[config.mk]
export PLATFORM = sky130hd
export DESIGN_NAME = hazard_ctrl
export DESIGN_NICKNAME = d
export VERILOG_FILES = /design/src/rtl/hazard_pkg.sv /design/src/rtl/hazard_stage_reg.sv /design/src/rtl/hazard_ctrl.sv
export SDC_FILE = /design/constraint.sdc
export NUM_CORES = 1
export LEC_CHECK = 0
export CORE_MARGIN = 2
export CORE_UTILIZATION = 45
export CTS_CLUSTER_DIAMETER = 150
export DETAILED_ROUTE_END_ITERATION = 8
export GPL_ROUTABILITY_DRIVEN = 0
export PLACE_DENSITY = 0.7
export SLEW_MARGIN = 20
export SYNTH_ARGS = -nofsm -noshare
export SYNTH_HDL_FRONTEND = slang
export SYNTH_HIERARCHICAL = 1
export SYNTH_SLANG_ARGS = --single-unit
[constraint.sdc]
create_clock -name clk -period 2.9 [get_ports clk]
set_input_delay 0.29 -clock clk [delete_from_list [all_inputs] [get_ports clk]]
set_output_delay 0.29 -clock clk [all_outputs]
set_load 0.05 [all_outputs]
[src/rtl/hazard_pkg.sv]
// Shared types and constants for the pipeline hazard / forwarding controller.
package hazard_pkg;

  localparam logic [1:0] FWD_RF = 2'b00;
  localparam logic [1:0] FWD_W  = 2'b01;
  localparam logic [1:0] FWD_M  = 2'b10;

  typedef struct packed {
    logic valid;
    logic reg_write;
    logic mem_to_reg;
    logic pc_src;
  } stage_tag_t;

  typedef enum logic [0:0] {
    ST_IDLE = 1'b0,
    ST_BUSY = 1'b1
  } mc_state_e;

  // Highest register index, which is the architectural PC.
  function automatic int unsigned pc_idx(input int unsigned reg_w);
    pc_idx = (32'd1 << reg_w) - 32'd1;
  endfunction

endpackage

[src/rtl/hazard_stage_reg.sv]
// One pipeline-stage tag record: control flags plus a stage-specific payload
// (destination tag, and for Execute also the source tags and used bits).
module hazard_stage_reg
  import hazard_pkg::*;
#(
  parameter int unsigned PW = 4
) (
  input  logic          clk,
  input  logic          reset,
  input  logic          en,
  input  logic          clr,
  input  stage_tag_t    tag_d,
  input  logic [PW-1:0] pay_d,
  output stage_tag_t    tag_q,
  output logic [PW-1:0] pay_q
);

  stage_tag_t    tag_r;
  logic [PW-1:0] pay_r;

  // Record update: clear beats load, otherwise hold.
  always_ff @(posedge clk) begin
    if (reset || clr) begin
      tag_r <= '0;
      pay_r <= '0;
    end else if (en) begin
      tag_r <= tag_d;
      pay_r <= pay_d;
    end else begin
      tag_r <= tag_r;
      pay_r <= pay_r;
    end
  end

  assign tag_q = tag_r;
  assign pay_q = pay_r;

endmodule

[src/rtl/hazard_ctrl.sv]
// Hazard and forwarding controller: tracks E/M/W destination tags and derives
// forwarding selects, load-use and PC-write stalls, flushes and MUL occupancy.
module hazard_ctrl
  import hazard_pkg::*;
#(
  parameter int unsigned NSRC    = 3,
  parameter int unsigned REG_W   = 4,
  parameter int unsigned MUL_LAT = 3
) (
  input  logic                    clk,
  input  logic                    reset,
  input  logic [NSRC*REG_W-1:0]   RAD,
  input  logic [NSRC-1:0]         RAUsedD,
  input  logic [REG_W-1:0]        WA3D,
  input  logic                    RegWriteD,
  input  logic                    MemtoRegD,
  input  logic                    PCSrcD,
  input  logic                    MultiCycleD,
  input  logic                    BranchTakenE,
  output logic [2*NSRC-1:0]       ForwardE,
  output logic                    StallF,
  output logic                    StallD,
  output logic                    StallE,
  output logic                    FlushD,
  output logic                    FlushE,
  output logic                    BusyE
);

  localparam int unsigned      EPW      = REG_W + NSRC*REG_W + NSRC;
  localparam int unsigned      CNT_W    = (MUL_LAT > 32'd1) ? $clog2(MUL_LAT) : 32'd1;
  localparam logic [CNT_W-1:0] CNT_INIT = CNT_W'((MUL_LAT > 32'd1) ? (MUL_LAT - 32'd1) : 32'd0);
  localparam logic [CNT_W-1:0] CNT_ONE  = CNT_W'(32'd1);
  localparam logic             MC_EN    = (MUL_LAT > 32'd1);
  localparam logic [REG_W-1:0] PC_IDX   = REG_W'(pc_idx(REG_W));

  stage_tag_t            d_tag_s, e_tag_s, m_tag_s, w_tag_s;
  logic [EPW-1:0]        e_pay_s;
  logic [REG_W-1:0]      e_wa3_s, m_wa3_s, w_wa3_s;
  logic [NSRC*REG_W-1:0] e_ra_s;
  logic [NSRC-1:0]       e_used_s;
  logic                  ld_hit_s, ld_stall_s, pc_wr_pend_s, busy_s;
  logic                  flush_e_s, e_load_s, mc_start_s;
  logic [1:0]            unused_w_s;
  mc_state_e             state_r;
  logic [CNT_W-1:0]      cnt_r;

  assign d_tag_s = '{valid: 1'b1, reg_write: RegWriteD, mem_to_reg: MemtoRegD, pc_src: PCSrcD};

  assign e_wa3_s  = e_pay_s[EPW-1 -: REG_W];
  assign e_ra_s   = e_pay_s[NSRC +: NSRC*REG_W];
  assign e_used_s = e_pay_s[NSRC-1:0];

  // Execute holds while a multi-cycle op occupies it; a flush turns it into a bubble.
  hazard_stage_reg #(.PW(EPW)) u_stage_e (
    .clk   (clk),
    .reset (reset),
    .en    (~busy_s),
    .clr   (flush_e_s),
    .tag_d (d_tag_s),
    .pay_d ({WA3D, RAD, RAUsedD}),
    .tag_q (e_tag_s),
    .pay_q (e_pay_s)
  );

  hazard_stage_reg #(.PW(REG_W)) u_stage_m (
    .clk   (clk),
    .reset (reset),
    .en    (1'b1),
    .clr   (busy_s),
    .tag_d (e_tag_s),
    .pay_d (e_wa3_s),
    .tag_q (m_tag_s),
    .pay_q (m_wa3_s)
  );

  hazard_stage_reg #(.PW(REG_W)) u_stage_w (
    .clk   (clk),
    .reset (reset),
    .en    (1'b1),
    .clr   (1'b0),
    .tag_d (m_tag_s),
    .pay_d (m_wa3_s),
    .tag_q (w_tag_s),
    .pay_q (w_wa3_s)
  );

  // Writeback load/PC flags have no consumer here.
  assign unused_w_s = {w_tag_s.mem_to_reg, w_tag_s.pc_src};

  // Load-use: any read operand in Decode hits the load currently in Execute.
  always_comb begin
    ld_hit_s = 1'b0;
    for (int i = 0; i < NSRC; i++) begin
      if (RAUsedD[i] && (RAD[i*REG_W +: REG_W] == e_wa3_s)) begin
        ld_hit_s = 1'b1;
      end else begin
        ld_hit_s = ld_hit_s;
      end
    end
    ld_stall_s = ld_hit_s & e_tag_s.valid & e_tag_s.mem_to_reg & e_tag_s.reg_write;
  end

  // Per-operand forwarding select; Memory wins over Writeback, PC never forwards.
  always_comb begin
    ForwardE = {(2*NSRC){1'b0}};
    for (int i = 0; i < NSRC; i++) begin
      if (!e_used_s[i] || (e_ra_s[i*REG_W +: REG_W] == PC_IDX)) begin
        ForwardE[2*i +: 2] = FWD_RF;
      end else if (m_tag_s.valid && m_tag_s.reg_write && (m_wa3_s == e_ra_s[i*REG_W +: REG_W])) begin
        ForwardE[2*i +: 2] = FWD_M;
      end else if (w_tag_s.valid && w_tag_s.reg_write && (w_wa3_s == e_ra_s[i*REG_W +: REG_W])) begin
        ForwardE[2*i +: 2] = FWD_W;
      end else begin
        ForwardE[2*i +: 2] = FWD_RF;
      end
    end
  end

  assign busy_s       = (state_r == ST_BUSY);
  assign pc_wr_pend_s = PCSrcD | (e_tag_s.valid & e_tag_s.pc_src) | (m_tag_s.valid & m_tag_s.pc_src);
  assign flush_e_s    = (ld_stall_s | BranchTakenE) & ~busy_s;
  assign e_load_s     = ~busy_s & ~flush_e_s;
  assign mc_start_s   = MC_EN & e_load_s & MultiCycleD;

  assign StallF = ld_stall_s | pc_wr_pend_s | busy_s;
  assign StallD = ld_stall_s | busy_s;
  assign StallE = busy_s;
  assign FlushD = pc_wr_pend_s | (BranchTakenE & ~busy_s);
  assign FlushE = flush_e_s;
  assign BusyE  = busy_s;

  // Multi-cycle occupancy: count down the remaining Execute cycles.
  always_ff @(posedge clk) begin
    if (reset) begin
      state_r <= ST_IDLE;
      cnt_r   <= {CNT_W{1'b0}};
    end else begin
      case (state_r)
        ST_IDLE: begin
          if (mc_start_s) begin
            state_r <= ST_BUSY;
            cnt_r   <= CNT_INIT;
          end else begin
            state_r <= ST_IDLE;
            cnt_r   <= {CNT_W{1'b0}};
          end
        end
        ST_BUSY: begin
          cnt_r <= cnt_r - CNT_ONE;
          if (cnt_r == CNT_ONE) begin
            state_r <= ST_IDLE;
          end else begin
            state_r <= ST_BUSY;
          end
        end
        default: begin
          state_r <= ST_IDLE;
          cnt_r   <= {CNT_W{1'b0}};
        end
      endcase
    end
  end

endmodule

==> impl_metrics.yaml, run 1 <==
logic_synthesis:
  synthCells: 214
  yosysWarnings: 6
  netlist_area_sq_um: 2020
  postSynthAreaPerCell_sq_um: 9.44
clock_tree:
  clk-insertion-delay-late_ps: 290
  cts_setup_buffers: 0
  cts.clk_slew.worst_paths_ps: 80
  cts_buffer_depth: 2
  cts.sinks: 39
  cts-root-buf: "clkbuf_8"
  cts-buffers-inserted: 5
  tritoncts: "yes"
  cts_hold_buf: 0
  cts_resized: 0
  cts_max_level: 2
finish:
  fin_area_sq_um: 2490
  fin_nets: 278
  diodes: 0
  final_layout_size_suffix_gt1_frac: 0.0635
  area_delta_synth_final_pct: 23.3
run:
  cap_violations: 0
power_and_ir_drop:
  power_mw: 1.27
  power_per_cell_area_nw_per_um2: 512
  power_leakage_nw: 1.05
  peakVddDrop_uv: 305
setup_path:
  crit_fanout: 5
  path_class: "reg -> out"
  cpMaxStageDelayCell: "clkdlybuf4s50_1"
  worstPathArrival_ps: 2350
  start_kind: "flop"
  required_ps: 2610
  worst_setup_path_end_kind: "output pin"
  crit_path_max_incr_delay_ps: 790
  crit_chain: "xor2_1 -> a221o_1 -> nor4_2 -> and3_1 -> clkdlybuf4s50_1"
placed_design:
  hpwl_mm: 3.43
  dpl_cell_area_sq_um: 2380
  portBuffers: 37
  pre_cts_ws_ps: 332
sta:
  setup_viol_count_final: 0
  post-route-min-period_ps: 2640
  hold_viol: 0
  rsz0062_at_grt: "false"
  hold_slack_ps: 428
  fin_crit_sh: 0.909
  setup_tns_ps: 0
  relSlewSlack: 0.668
  drv_slew: 0
  fin_ws_ps: 264
  worst_pin_slew_ps: 496
  fin_worst_skew_ps: 6.61
  max_freq_mhz: 379
route:
  ant_nets: 0
  drt_iter0_drc: 55
  via_per_inst: 5.18
  wirelength_mm: 4.55
  avgRoutedWirePerCell_microns: 15.0
  firstDrtPassIters: 4
  drc_errors: 0
  route.vias.total: 1575
global_route:
  grt_overflow: 0
  grt_pass1_wl_mm: 7.36
  track_usage: 0.187
  antenna_found_initial: 0
  grt_max_degree: 27
  grt_pass1_vias: 1508
floorplanning:
  ioPinCount: 38
  die_w_microns: 71.0
  fp.dieH_microns: 71.0
  rows: 24
  dieArea_sq_um: 5040
  core_sq_um: 4350
  initial_core_util: 0.464
outcome:
  status: "finished clean"
hold_path:
  hold_path.class: "reg -> reg"
==> layer usage <==
metal | share of wire | GRT usage
met1 | 0.48 | 0.246
met2 | 0.47 | 0.299
met3 | 0.032 | 0.0499
met4 | 0.018 | 0.0608
met5 | 0 | 0
==> worst max-delay path: cells and delay by family, from the launching register on <==
kind	cells	cell delay, ps
AO/OA/AOI/OAI	1	280
XOR/XNOR	1	100
buffers and inverters	1	790
flip-flops	1	480
AND/OR/NAND/NOR	2	400
==> worst paths after layout <==
path                             from             endpoint  slack [ps]  cells after the start
setup / recovery   u_stage_m/pay_q[2]          ForwardE[3]         260                      5
hold / removal               cnt_r[0]             cnt_r[0]         430                      1
setup reg to reg  u_stage_e/pay_q[18]  u_stage_e/pay_q[15]        1010                      7
hold reg to reg              cnt_r[0]             cnt_r[0]         430                      1
==> layout make-up <==
type,instances,area [sq um]
Tap cell,52,65.1
Multi-Input combinational cell,161,1130
Clock inverter,3,43.8
Clock buffer,5,68.8
Fill cell,412,1860
Timing Repair Buffer,39,380
Inverter,5,18.8
Sequential cell,39,781
==> power breakdown <==
part           internal, mW  leakage [nW]  switching, mW  total [mW]
clock network         0.256        0.0581          0.197       0.454
registers             0.561         0.319         0.0351       0.597
logic                 0.113         0.671          0.111       0.224
==> flip-flops by register name, summed over array words and instances (netlist names) <==
signal and cells:
u_stage_e/pay_q 19, cnt_r 2, u_stage_w/pay_q 4, BusyE 1
u_stage_e/tag_q 4, u_stage_m/tag_q 3, u_stage_m/pay_q 4, u_stage_w/tag_q 2
==> cells in the final DEF (no fill, tap or decap) <==
cell              n
o22ai_1           2
mux2i_1          36
o21ai_2           1
ha_1              1
nand4_1           6
bufinv_16         1
or2_1             3
nand3_1          11
o21ai_0           1
nand2_1           6
buf_4             4
o32ai_2           1
nor4_2            1
a221o_1           1
nor2_1           37
nor4_1            5
clkbuf_8          5
xor2_1            4
a31o_1            1
clkinv_4          1
o22a_1            1
nand3b_1          1
and4_4            1
dfxtp_1          39
and3_1            2
nor3_1            3
conb_1            4
inv_1             5
xnor2_1          30
a31oi_1           1
a221oi_1          1
clkdlybuf4s50_1  35
clkinv_2          1
==> metrics by stage <==
step                      std cells   util
final                           304  0.572
after CTS                       304  0.572
after global routing            304  0.572
after floorplan                 216      -
after global placement          296  0.546
after detailed placement        296  0.546
Note: power is estimated with default switching activity, not from simulation.
==> inputs of run 2 (changes only) <==
- PLACE_DENSITY: 0.7 -> 0.69
- SYNTH_HIERARCHICAL: 1 -> unset
==> run 2 against run 1 <==
Compared with the run above: critical path depth stayed put; final cell count up 19%; die area up 17%; count of clock-buffer cells in the layout grew 1; routed wire length up 31%; sequential power up 9.7%; utilization is 0.23 points lower; final area rose by 17%; critical path type unchanged; critical endpoint unchanged; highest routed layer unchanged.
==> impl_metrics.yaml, run 2 <==
clock_tree:
  cts_setup_buffers: 0
  cts_resized: 0
  cts_hold_buf: 0
  cts.sinks: 39
  cts-buffers-inserted: 5
  cts-root-buf: "clkbuf_8"
  cts_buffer_depth: 2
  cts.clk_slew.worst_paths_ps: 70
  tritoncts: "yes"
  cts_max_level: 2
  clk-insertion-delay-late_ps: 290
floorplanning:
  rows: 26
  initial_core_util: 0.469
  ioPinCount: 38
  fp.dieH_microns: 77.0
  core_sq_um: 5110
  die_w_microns: 77.0
  dieArea_sq_um: 5920
setup_path:
  r2r_setup_slack_ps: 940
  crit_fanout: 3
  cp_top_family: "buffers and inverters"
  crit_path_max_incr_delay_ps: 790
  worst_setup_path_end_kind: "output pin"
  path_class: "reg -> out"
  required_ps: 2610
  start_kind: "flop"
  worstPathArrival_ps: 2290
  crit_buf_inv: 2
  rr_startpoint: "BusyE"
  rr_worst_depth: 6
  cpMaxStageDelayCell: "clkdlybuf4s50_1"
  crit_chain: "inv_1 -> a221o_1 -> nor3_1 -> and3_1 -> clkdlybuf4s50_1"
  reg2reg_to: "u_stage_e.pay_q[6]"
finish:
  area_delta_synth_final_pct: 21.5
  final_common_cell: "dfxtp_1"
  mostFrequentLayoutCells: "dfxtp_1, clkdlybuf4s50_1, nor2_1, xnor2_1, o21ai_0"
  largest_reg_flops: 19
  diodes: 0
  final_layout_size_suffix_gt1_frac: 0.151
  fin_nets: 319
  nFillCells: 468
global_route:
  grt_pass1_vias: 2027
  grt_overflow: 0
  track_usage: 0.212
  antenna_found_initial: 0
  grt_max_degree: 24
  grt_pass1_wl_mm: 10.0
hold_path:
  hold_end: "cnt_r[0]"
  whs_path_depth: 1
  hold_path.class: "reg -> reg"
  worstHoldStart: "cnt_r[0]"
logic_synthesis:
  synth_edf_count: 0
  synth_top_area_frac: 0.326
  postSynthAreaPerCell_sq_um: 9.29
  synth_ff_type: "dfxtp_1"
  ys_types: 39
  synth_top_area_cell: "dfxtp_1"
  synth_nets: 285
  ys_ff_latch: 39
  synth_most_common_cell: "dfxtp_1"
  synth.yosys.seq_area_share: 0.326
  yosys-top-cells-area: "dfxtp_1, o32ai_2, mux2i_1"
  yosysWarnings: 0
  synth_commonest_cells: "dfxtp_1, nor2_1, xnor2_1"
  synthCells: 258
  netlist_area_sq_um: 2400
  async_flop_share: 0
route:
  firstDrtPassIters: 4
  avgRoutedWirePerCell_microns: 16.5
  wirelength_mm: 5.98
  drc_errors: 0
  via_per_inst: 5.62
  ant_nets: 0
  route.vias.total: 2035
  drt_iter0_drc: 67
sta:
  worst_pin_slew_ps: 581
  relSlewSlack: 0.612
  post-route-min-period_ps: 2580
  fin_worst_skew_ps: 5.40
  hold_viol: 0
  rsz0062_at_grt: "false"
  drv_slew: 0
  max_freq_mhz: 387
  setup_tns_ps: 0
  setup_viol_count_final: 0
  fin_crit_sh: 0.891
power_and_ir_drop:
  peakVddDrop_uv: 282
  p_int_mw: 0.960
  power_per_cell_area_nw_per_um2: 493
  switching_share: 0.331
  power_mw: 1.43
  pwr-share-comb: 0.278
  power_leakage_nw: 1.02
  seq_power_share: 0.457
  clockPowerShare: 0.265
  p_sw_mw: 0.474
outcome:
  status: "finished clean"
run:
  cap_violations: 0
placed_design:
  portBuffers: 37
  hpwl_mm: 4.30
-- run 2: worst reg2reg max path, stage by stage, from the launching register on --
cell and delay [ps]:
dfxtp_1 690, buf_4 320, buf_4 260, mux2i_1 290
nor2_1 60, o21ai_0 110, o32ai_2 110
-- run 2: area by class of cell --
class / count / area (sq um) / share of cell area
clock buffer: 6 / 82.6 / 0.0284
clock inverter: 1 / 5.00 / 0.00172
inverter: 5 / 18.8 / 0.00645
multi-input combinational: 196 / 1500 / 0.515
sequential: 39 / 781 / 0.268
tap: 70 / 87.6 / 0.0301
timing repair buffer: 45 / 435 / 0.150
-- run 2: power groups by stage --
| stage | Combinational, mW | Sequential (mW) | Clock [mW] |
|---|---|---|---|
| 2_1_floorplan | 0.293 | 0.646 | 0 |
| 3_3_place_gp | 0.391 | 0.667 | 0 |
| 3_5_place_dp | 0.397 | 0.668 | 0 |
| 4_1_cts | 0.399 | 0.655 | 0.380 |
| 5_1_grt | 0.432 | 0.664 | 0.406 |
| 6_report | 0.398 | 0.655 | 0.380 |
-- run 2: cells by family (layout without fill, tap and decap cells) --
logic type               after synthesis  count (layout)  synth area share
AND/OR/NAND/NOR                       79              79             0.167
buffers and inverters                 23              57            0.0496
AO/OA/AOI/OAI                         60              60             0.237
multiplexers                          22              22            0.0919
flip-flops                            39              39             0.326
XOR/XNOR                              34              34             0.124
adder cells (fa/ha/maj)                1               1           0.00522
-- run 2: layer usage --
metal | GRT usage | vias to the layer above | part of all wire
li1 | - | 1008 | -
met1 | 0.266 | 973 | 0.46
met2 | 0.368 | 47 | 0.49
met3 | 0.0400 | 7 | 0.039
met4 | 0.0661 | 0 | 0.011
met5 | 0 | - | 0
-- run 2: worst max path at each step --
stage / startpoint / endpoint / slack [ps] / cells after the start
2_1_floorplan: u_stage_m.pay_q[0] / ForwardE[2] / 390 / 4
5_1_grt: u_stage_m.pay_q[0] / ForwardE[3] / 230 / 5
3_5_place_dp: u_stage_m.pay_q[0] / ForwardE[3] / 640 / 5
6_report: u_stage_m.pay_q[0] / ForwardE[3] / 320 / 5
4_1_cts: u_stage_m.pay_q[0] / ForwardE[3] / 310 / 5
3_3_place_gp: PCSrcD / FlushD / 630 / 4
-- run 2: stage by stage --
step	hold WS (ps)	cell area (sq um)	std cells	util	worst slack [ps]
2_1_floorplan	399	2400	258	-	394
3_3_place_gp	413	2820	355	0.553	629
3_5_place_dp	417	2820	355	0.553	639
4_1_cts	430	2910	362	0.570	308
5_1_grt	456	2910	362	0.570	228
6_report	423	2910	362	0.570	316
==> inputs of run 3 (changes only) <==
- CELL_PAD_IN_SITES_DETAIL_PLACEMENT: unset -> 1
- CELL_PAD_IN_SITES_GLOBAL_PLACEMENT: unset -> 2
- CORE_UTILIZATION: 45 -> 36
- PLACE_DENSITY: 0.69 -> unset
- PLACE_DENSITY_LB_ADDON: unset -> 0.1
==> run 3 against run 2 <==
Compared with the run above: first-iteration DRC count rose by 21%; clock skew rose by 3.9 ps; critical path depth did not move; power rose by 7.7%; utilization fell by 11 points; routed wire length rose by 17%; hold slack improved by 10 ps.
==> impl_metrics.yaml, run 3 (synthesis gave the netlist of run 2 again) <==
sta:
  max_freq_mhz: 383
  setup_viol_count_final: 0
  rsz0062_at_grt: "false"
  post-route-min-period_ps: 2610
  hold_viol: 0
  relSlewSlack: 0.650
  drv_slew: 0
  worst_pin_slew_ps: 524
  setup_tns_ps: 0
  fin_worst_skew_ps: 9.32
  fin_crit_sh: 0.899
floorplanning:
  fp.dieH_microns: 85.6
  core_sq_um: 6390
  die_w_microns: 85.6
  ioPinCount: 38
  rows: 29
  dieArea_sq_um: 7320
  initial_core_util: 0.375
setup_path:
  crit_path_max_incr_delay_ps: 790
  path_class: "reg -> out"
  crit_chain: "inv_1 -> a221o_1 -> nor3_1 -> and3_1 -> clkdlybuf4s50_1"
  required_ps: 2610
  cpMaxStageDelayCell: "clkdlybuf4s50_1"
  startpoint: "u_stage_m.pay_q[0]"
  start_kind: "flop"
  rr_startpoint: "u_stage_e.pay_q[15]"
  worstPathArrival_ps: 2320
  crit_fanout: 3
  worst_setup_path_end_kind: "output pin"
finish:
  area_delta_synth_final_pct: 22.6
  diodes: 0
  fin_nets: 318
  mostFrequentLayoutCells: "dfxtp_1, clkdlybuf4s50_1, nor2_1, xnor2_1, o21ai_0"
  largest_reg_flops: 19
  final_layout_size_suffix_gt1_frac: 0.158
  nFillCells: 754
  post-route-util: 0.460
  final_common_cell: "dfxtp_1"
power_and_ir_drop:
  clockPowerShare: 0.310
  switching_share: 0.320
  power_leakage_nw: 1.03
  pwr-share-comb: 0.265
  p_int_mw: 1.05
  p_sw_mw: 0.495
  peakVddDrop_uv: 237
  seq_power_share: 0.426
  power_per_cell_area_nw_per_um2: 526
clock_tree:
  cts-buffers-inserted: 5
  cts_setup_buffers: 0
  cts.sinks: 39
  cts_resized: 0
  cts-root-buf: "clkbuf_8"
  cts_buffer_depth: 2
  cts.clk_slew.worst_paths_ps: 80
  clk-insertion-delay-late_ps: 290
  cts_hold_buf: 0
  cts_max_level: 2
  tritoncts: "yes"
hold_path:
  worstHoldStart: "cnt_r[0]"
  hold_path.class: "reg -> reg"
route:
  route.vias.total: 2069
  avgRoutedWirePerCell_microns: 18.9
  wirelength_mm: 6.96
  drc_errors: 0
  firstDrtPassIters: 4
  ant_nets: 0
  via_per_inst: 5.61
  drt_iter0_drc: 81
global_route:
  antenna_found_initial: 0
  grt_pass1_wl_mm: 11.4
  grt_overflow: 0
  track_usage: 0.200
  grt_max_degree: 31
  grt_pass1_vias: 2154
run:
  cap_violations: 0
outcome:
  status: "finished clean"
placed_design:
  portBuffers: 37
  hpwl_mm: 5.15
-- run 3: worst max-delay path: cells and delay by family, from the launching register on --
kind            cells  cell delay [ps]
compound gates      1              350
buf+inv             2              880
flops               1              390
simple gates        2              420
-- run 3: worst paths after layout --
path	end	slack [ps]	depth (start not counted)
setup / recovery	ForwardE[3]	290	5
hold reg to reg	cnt_r[0]	430	1
hold / removal	cnt_r[0]	430	1
setup reg to reg	u_stage_e.pay_q[3]	980	5
-- run 3: area by class of cell --
cell class	instances	area (sq um)	share of cell area
clock inverter	2	35.0	0.0119
inverter	5	18.8	0.00639
clock buffer	6	82.6	0.0281
tap	77	96.3	0.0328
timing repair buffer	44	423	0.144
sequential	39	781	0.266
multi-input combinational	196	1500	0.511
-- run 3: layer usage --
metal,vias up,GRT usage,part of all wire
li1,1003,-,-
met1,1019,0.259,0.45
met2,36,0.352,0.51
met3,11,0.0260,0.029
met4,0,0.0519,0.011
met5,-,0,0
-- run 3: per-stage QoR --
stage               instances  cell area [sq um]  setup WS (ps)  power (mW)  hold slack [ps]
detailed placement        361               2820            512        1.08              422
global placement          361               2820            540        1.07              414
CTS                       369               2940            269        1.56              433
global route              369               2940            161        1.62              450
finish                    369               2940            292        1.54              434
floorplan                 258               2400            394       0.939              399
-- run 3: power by group through the flow --
stage	registers [mW]	clock network [mW]	logic, mW
final	0.657	0.478	0.409
after global routing	0.666	0.512	0.445
after CTS	0.658	0.491	0.412
after detailed placement	0.671	0	0.411
after global placement	0.670	0	0.404
after floorplan	0.646	0	0.293
